## src/rtl/rand_pkg.sv

```systemverilog
// rand_pkg: shared types and constants for the pseudo-random operand source.
//   RAND_WIDTH    LFSR / output width (only 10 is supported with these taps)
//   LOCKUP        all-ones lock-up state of the XNOR LFSR
//   TAP_HI/TAP_LO feedback tap indices (taps 10 and 7, 1-based)
//   rand_t        RAND_WIDTH-bit value type
//   lfsr_next     one LFSR step
//   fix_seed      maps the lock-up value to zero so it can never be loaded
package rand_pkg;

  localparam int RAND_WIDTH = 10;
  localparam logic [RAND_WIDTH-1:0] LOCKUP = 10'h3FF;
  localparam int TAP_HI = 9;
  localparam int TAP_LO = 6;

  typedef logic [RAND_WIDTH-1:0] rand_t;

  function automatic rand_t lfsr_next(input rand_t q);
    return {q[RAND_WIDTH-2:0], ~(q[TAP_HI] ^ q[TAP_LO])};
  endfunction

  function automatic rand_t fix_seed(input rand_t s);
    return (s == LOCKUP) ? '0 : s;
  endfunction

endpackage

```

## src/rtl/lfsr_rand_gen_pace_counter.sv

```systemverilog
// pace_counter: modulo-PERIOD counter producing the LFSR advance strobe.
//   clk     system clock
//   Reset   synchronous active-high reset
//   enable  count enable; the count holds while low
//   clear   returns the count to 0 (seed load)
//   tick    combinational strobe, high in the PERIOD-th enabled cycle
module pace_counter #(
  parameter int PERIOD = 4,
  parameter int CNT_W  = 16
) (
  input  logic clk,
  input  logic Reset,
  input  logic enable,
  input  logic clear,
  output logic tick
);

  localparam logic [CNT_W-1:0] LAST = CNT_W'(PERIOD - 1);

  logic [CNT_W-1:0] count;

  assign tick = enable && (count == LAST);

  always_ff @(posedge clk) begin
    if (Reset) begin
      count <= '0;
    end else if (clear || tick) begin
      count <= '0;
    end else if (enable) begin
      count <= count + CNT_W'(1);
    end
  end

endmodule

```

## src/rtl/lfsr_rand_gen.sv

```systemverilog
// lfsr_rand_gen: paced 10-bit XNOR LFSR feeding the comparator B operand.
//   clk       system clock
//   Reset     synchronous active-high reset
//   enable    runs the pace counter
//   seedLoad  loads seed into the LFSR and clears the pace counter
//   seed      seed value (0x3FF is replaced by 0x000)
//   B         current random value (the LFSR register itself)
//   newValue  one-cycle pulse while B holds a freshly advanced value
//   wrapped   (RAND_WRAP_FLAG_EN only) pulses with newValue when the sequence
//             returns to the value it started from
// Optional feature macro: RAND_WRAP_FLAG_EN.
module lfsr_rand_gen
  import rand_pkg::*;
#(
  parameter int WIDTH  = RAND_WIDTH,
  parameter int PERIOD = 4,
  parameter int CNT_W  = 16
) (
  input  logic             clk,
  input  logic             Reset,
  input  logic             enable,
  input  logic             seedLoad,
  input  logic [WIDTH-1:0] seed,
  output logic [WIDTH-1:0] B,
  output logic             newValue
`ifdef RAND_WRAP_FLAG_EN
  ,
  output logic             wrapped
`endif
);

  rand_t lfsr_q;
  rand_t lfsr_nxt;
  rand_t seed_fixed;
  logic  tick;
  logic  advance;

  pace_counter #(
    .PERIOD(PERIOD),
    .CNT_W (CNT_W)
  ) u_pace (
    .clk   (clk),
    .Reset (Reset),
    .enable(enable),
    .clear (seedLoad),
    .tick  (tick)
  );

  // A load in the same cycle as a tick suppresses the advance.
  assign advance    = tick && !seedLoad;
  assign lfsr_nxt   = lfsr_next(lfsr_q);
  assign seed_fixed = fix_seed(seed);

  always_ff @(posedge clk) begin
    if (Reset) begin
      lfsr_q   <= '0;
      newValue <= 1'b0;
    end else begin
      newValue <= advance;
      if (seedLoad) begin
        lfsr_q <= seed_fixed;
      end else if (advance) begin
        lfsr_q <= lfsr_nxt;
      end
    end
  end

  assign B = lfsr_q;

`ifdef RAND_WRAP_FLAG_EN
  rand_t start_q;

  always_ff @(posedge clk) begin
    if (Reset) begin
      start_q <= '0;
      wrapped <= 1'b0;
    end else begin
      wrapped <= advance && (lfsr_nxt == start_q);
      if (seedLoad) begin
        start_q <= seed_fixed;
      end
    end
  end
`endif

endmodule

```

## config.mk

```make
export PLATFORM = sky130hd
export DESIGN_NAME = lfsr_rand_gen
export DESIGN_NICKNAME = d
export VERILOG_FILES = /design/src/rtl/rand_pkg.sv /design/src/rtl/lfsr_rand_gen_pace_counter.sv /design/src/rtl/lfsr_rand_gen.sv
export SDC_FILE = /design/constraint.sdc
export NUM_CORES = 1
export LEC_CHECK = 0
export BUFFER_PORTS_ARGS = -buffer_cell sky130_fd_sc_hd__buf_2
export CAP_MARGIN = 10
export CORE_UTILIZATION = 40
export CTS_CLUSTER_DIAMETER = 150
export DETAILED_ROUTE_END_ITERATION = 6
export GPL_TIMING_DRIVEN = 0
export PLACE_DENSITY = 0.72
export SYNTH_ARGS = -nofsm -noshare
export SYNTH_HDL_FRONTEND = slang
export SYNTH_HIERARCHICAL = 1
export SYNTH_SLANG_ARGS = --single-unit
```

## constraint.sdc

```tcl
create_clock -name clk -period 1.85 [get_ports clk]
set_input_delay 0.0925 -clock clk [delete_from_list [all_inputs] [get_ports clk]]
set_output_delay 0.0925 -clock clk [all_outputs]
set_load 0.02 [all_outputs]
```

After elaboration in Yosys (flattened, before gate mapping). Index checks and enable logic that the tools add are counted.

Register bits: 27. Input bits: 14. Logic and storage cells: 17.

Add/subtract/negate cells: 1. Eq/ne operators: 2. Multiplexer cells: 3. Bitwise gates (word level): 2. Reductions and logical operators: 6.

Operators by type and width (count): 2-to-1 mux 10 bit (3); adder 16 x 1 -> 16 bit (second input constant) (1); == test 16 x 2 -> 1 bit (second input constant) (1); == test 10 bit (second input constant) (1); logical AND 1 bit (2); nonzero test 2 bit (1); OR reduction 2 bit (1); logical NOT 1 bit (1); logical OR 1 bit (1); NOT 1 bit (1); bitwise XOR 1 bit (1).

Logic depth before layout (Yosys ltp).
Depth after elaboration: 5. Gate-level depth with buffers: 7. Depth with buffers taken out: 5.

By module. Netlist, hierarchy kept.

Modules (own cells, without submodules): pace_counter (times used 1, cells an instance 85, area an instance 753.2 um^2); lfsr_rand_gen (times used 1, cells an instance 52, area an instance 534.3 um^2).

Worst setup path before layout. OpenSTA, ideal clock, no wires.

Kind: reg-to-reg. Start: register u_pace.count[0]. End: register lfsr_q[7] (netlist: B[7]). Setup time: 136 ps. Data arrival time: 1486 ps. Required time: 1714 ps. Slack: 228 ps. Stages on the path, launching flop included: 7. Clock period less this slack: 1622 ps. Cell sequence: dfxtp_1 -> ha_1 -> nor4bb_1 -> and4_1 -> buf_4 -> mux2i_1 -> o32ai_1.

Word-level cells in the longest chain between the ends: 4.

Ends and longest elaborated chain: start: declaration (RTL line lfsr_rand_gen_pace_counter.sv:20) `logic [CNT_W-1:0] count;`; start signal: assignment (RTL line lfsr_rand_gen_pace_counter.sv:30) `count <= count + CNT_W'(1);`; == test 16 x 2 -> 1 bit (RTL line lfsr_rand_gen_pace_counter.sv:22) `assign tick = enable && (count == LAST);`; logical AND 1 bit (RTL line lfsr_rand_gen_pace_counter.sv:22); named net tick (RTL line lfsr_rand_gen.sv:35) `logic tick;`; logical AND 1 bit (RTL line lfsr_rand_gen.sv:50) `assign advance = tick && !seedLoad;`; nonzero test 2 bit (no source line); end signal: assignment (RTL line lfsr_rand_gen.sv:61) `lfsr_q <= seed_fixed;`; end signal: assignment (RTL line lfsr_rand_gen.sv:63) `lfsr_q <= lfsr_nxt;`; end: declaration (RTL line lfsr_rand_gen.sv:32) `rand_t lfsr_q;`.

The timed path passes the listed nets, and every way through them passes these cells. A chain may end at the register's enable or synchronous reset.

Final worst setup path.
Start: register u_pace.count[0]. End: register lfsr_q[8] (netlist: B[8]).

Same word-level chain as after synthesis.

==> reports/metrics.csv <==
stage,metric,value,unit
outcome,status,completed,
critical_path,path_class,flip-flop to flip-flop,
critical_path,startpoint_type,flip-flop,
global_routing,grt_pass1_wl,4220,um
clock_network,root_buffer,clkbuf_4,
critical_path,crit_fanout,10,
sta,tightest_slew,0.442,ns
place,dp_hpwl,1940,um
place,placed_cell_area,1460,um^2
logic_synthesis,synth_cells,137,
clock_network,cts_tree,done,
critical_path,reg2reg_setup_slack,0.11,ns
sta,final-setup-viol-count,0,
drt,num_vias,1098,
clock_network,cts_setup_buffers,0,
global_routing,antenna_found_initial,0,
worst_hold_path,hold_path_class,input port to flip-flop,
die,die_h,58.7,um
critical_path,rr_worst_depth,6,
die,num_io_pins,25,
worst_hold_path,min_to,B[0],
global_routing,grt_usage,15.8,%
logic_synthesis,synth.avg_cell_area,9.40,um^2
global_routing,grt_max_degree,17,
flow_run,drv_cap,0,
power_and_ir_drop,p_total,982,uW
place,pre_cts_ws,0.0228,ns
logic_synthesis,synth_cell_types,29,
clock_network,cts_sinks,27,
worst_hold_path,worst_hold_path.num_cells,3,
final_layout,num-nets-final,181,
power_and_ir_drop,power_density,652,nW/um^2
sta,setup_slack,0.107,ns
die,die_area,3450,um^2
final_layout,diodes,0,
clock_network,cts_buffer_depth,2,
die,dieWidth,58.7,um
final_layout,layout-drive-gt1-share,23.6,%
sta,finalCritPeriodShare,94.2,%
sta,fin_skew,0.00162,ns
sta,relSlewSlack,70.6,%
die,rows,20,
drt,routedWlPerCell,12.6,um
sta,setup_tns,0,ns
critical_path,cp_data_required_time,2.05,ns
sta,rsz0062_at_grt,false,
drt,vias_per_cell,5.25,
logic_synthesis,synth_nets,152,
sta,slew_violations,0,
sta,hold_ws,0.0222,ns
clock_network,htree_levels,1,
clock_network,clock_latency,0.32,ns
drt,routed_wl,2630,um
sta,hold_violations,0,
logic_synthesis,ys_seq_area_share,42.0,%
sta,fmax,0.574,GHz
place,gp_congestion,0.826,
critical_path,worstPathArrival,1.95,ns
final_layout,finalInstanceArea,1510,um^2
drt,drtIter0Drc,33,
drt,ant_nets,0,
critical_path,end_kind,flip-flop,
drt,drc,0,
clock_network,cts-buffers-inserted,3,
global_routing,grt_pass1_vias,929,
clock_network,clk_pin_slew_worst_paths,0.15,ns
global_routing,overflow,0,
critical_path,r2r_start,u_pace/count[0],
logic_synthesis,ys.warnings.count,6,
worst_hold_path,min_from,seed[0],
die,start_util,42.2,%
logic_synthesis,synth.cell_area,1290,um^2
die,coreArea,3050,um^2
place,port-buffer-count,23,
final_layout,area_delta_synth_final,16.9,%
critical_path,r2r-end,B[8],
drt,first_pass_iters,5,
power_and_ir_drop,peakVddDrop,0.471,mV
sta,min_period,1.74,ns
logic_synthesis,synth_seq_cells,27,
power_and_ir_drop,p_leak,0.520,nW
-- sequential cells by signal, indices dropped and copies added (netlist names) --
| name | flops |
|---|---|
| u_pace/count | 16 |
| B | 10 |
| newValue | 1 |
-- what timing repair did --
item,CTS,global route
setup endpoints to repair,1,9
resized for setup,1,3
hold buffers,1,0
cloned,0,0
hold endpoints to repair,1,0
-- worst max-delay path, stage by stage, from the launching register on --
cell and delay [ns]:
dfxtp_2 0.39, ha_1 0.19, nor4bb_1 0.25, and4_2 0.30
buf_6 0.18, mux2i_1 0.21, o32ai_1 0.11
-- per-stage QoR --
stage,util [%],std cells
after detailed placement,47.7,204
after global routing,49.3,209
after floorplan,-,137
after global placement,47.7,204
final,49.3,209
after CTS,49.2,209
-- cell usage after synthesis --
library cell,count,area [um^2]
nand2_4,1,11.3
and4_1,1,8.76
nor4_1,7,43.8
o32ai_1,10,87.6
clkbuf_1,2,7.51
buf_4,1,7.51
buf_2,1,5.00
nand2_1,14,52.6
nor2_1,15,56.3
nor4bb_1,1,10.0
and3_1,1,6.26
nand4_2,1,12.5
or2_0,1,6.26
dfxtp_1,27,541
and4_2,1,10.0
xor2_1,3,26.3
o21ai_0,2,10.0
nor3_4,1,16.3
mux2i_1,11,110
nor3b_1,1,7.51
a21oi_1,2,10.0
xnor2_1,11,96.3
nand3_1,5,25.0
ha_1,1,12.5
nand4_1,6,37.5
buf_6,3,33.8
inv_1,2,7.51
nor3_1,2,10.0
or3_1,3,18.8
-- final cells by class --
cell class	instances	area, um^2
fillers	304	1550
multi-input cells	101	687
flip-flops and latches	27	543
repair buffers	24	125
plain buffers	7	57.6
well taps	44	55.1
clock buffers	3	22.5
clock inverters	1	7.51
inverters	2	7.51
-- worst max-delay path by stage --
| stage | start | to | depth (start not counted) |
|---|---|---|---|
| 3_5_place_dp | u_pace/count[0] | B[8] | 6 |
| 6_report | u_pace/count[0] | B[8] | 6 |
| 2_1_floorplan | u_pace/count[0] | B[7] | 6 |
| 3_3_place_gp | u_pace/count[0] | B[9] | 6 |
| 5_1_grt | u_pace/count[0] | u_pace/count[7] | 7 |
| 4_1_cts | u_pace/count[0] | B[8] | 6 |
-- report_power, final --
group,total (mW),switching [mW],internal (mW)
combinational,0.111,0.0624,0.0484
clock,0.262,0.179,0.0825
sequential,0.609,0.0126,0.597
total,0.982,0.254,0.727
-- placed cells by master (no fill, tap or decap), types with 2 or more instances in the layout --
cell type / count
nand3_1: 5
o21ai_0: 2
or3_1: 3
a21oi_1: 2
clkbuf_1: 2
nor4_1: 7
o32ai_1: 10
dfxtp_1: 25
clkbuf_4: 3
xor2_1: 3
nand4_1: 6
xnor2_1: 11
nor3_1: 2
and4_2: 2
buf_2: 24
buf_6: 4
mux2i_1: 11
nor2_1: 15
inv_1: 2
dfxtp_2: 2
nand2_1: 14
-- routing by layer --
metal  global-route usage, %  up-vias  wire [um]
li1                        -      561          -
met1                    22.7      529       1330
met2                    24.2        6       1230
met3                    1.32        2         29
met4                    7.14        0         32
met5                       0        -          0
-- kinds of logic after synthesis --
family | Yosys count | synth area share, %
AND/OR/NAND/NOR | 61 | 25.9
flip-flops | 27 | 42.0
AO/OA/AOI/OAI | 14 | 8.36
XOR/XNOR | 14 | 9.52
multiplexers | 11 | 8.55
buffers and inverters | 9 | 4.76
adder cells (fa/ha/maj) | 1 | 0.972
Note: power is estimated with default switching activity, not from simulation.
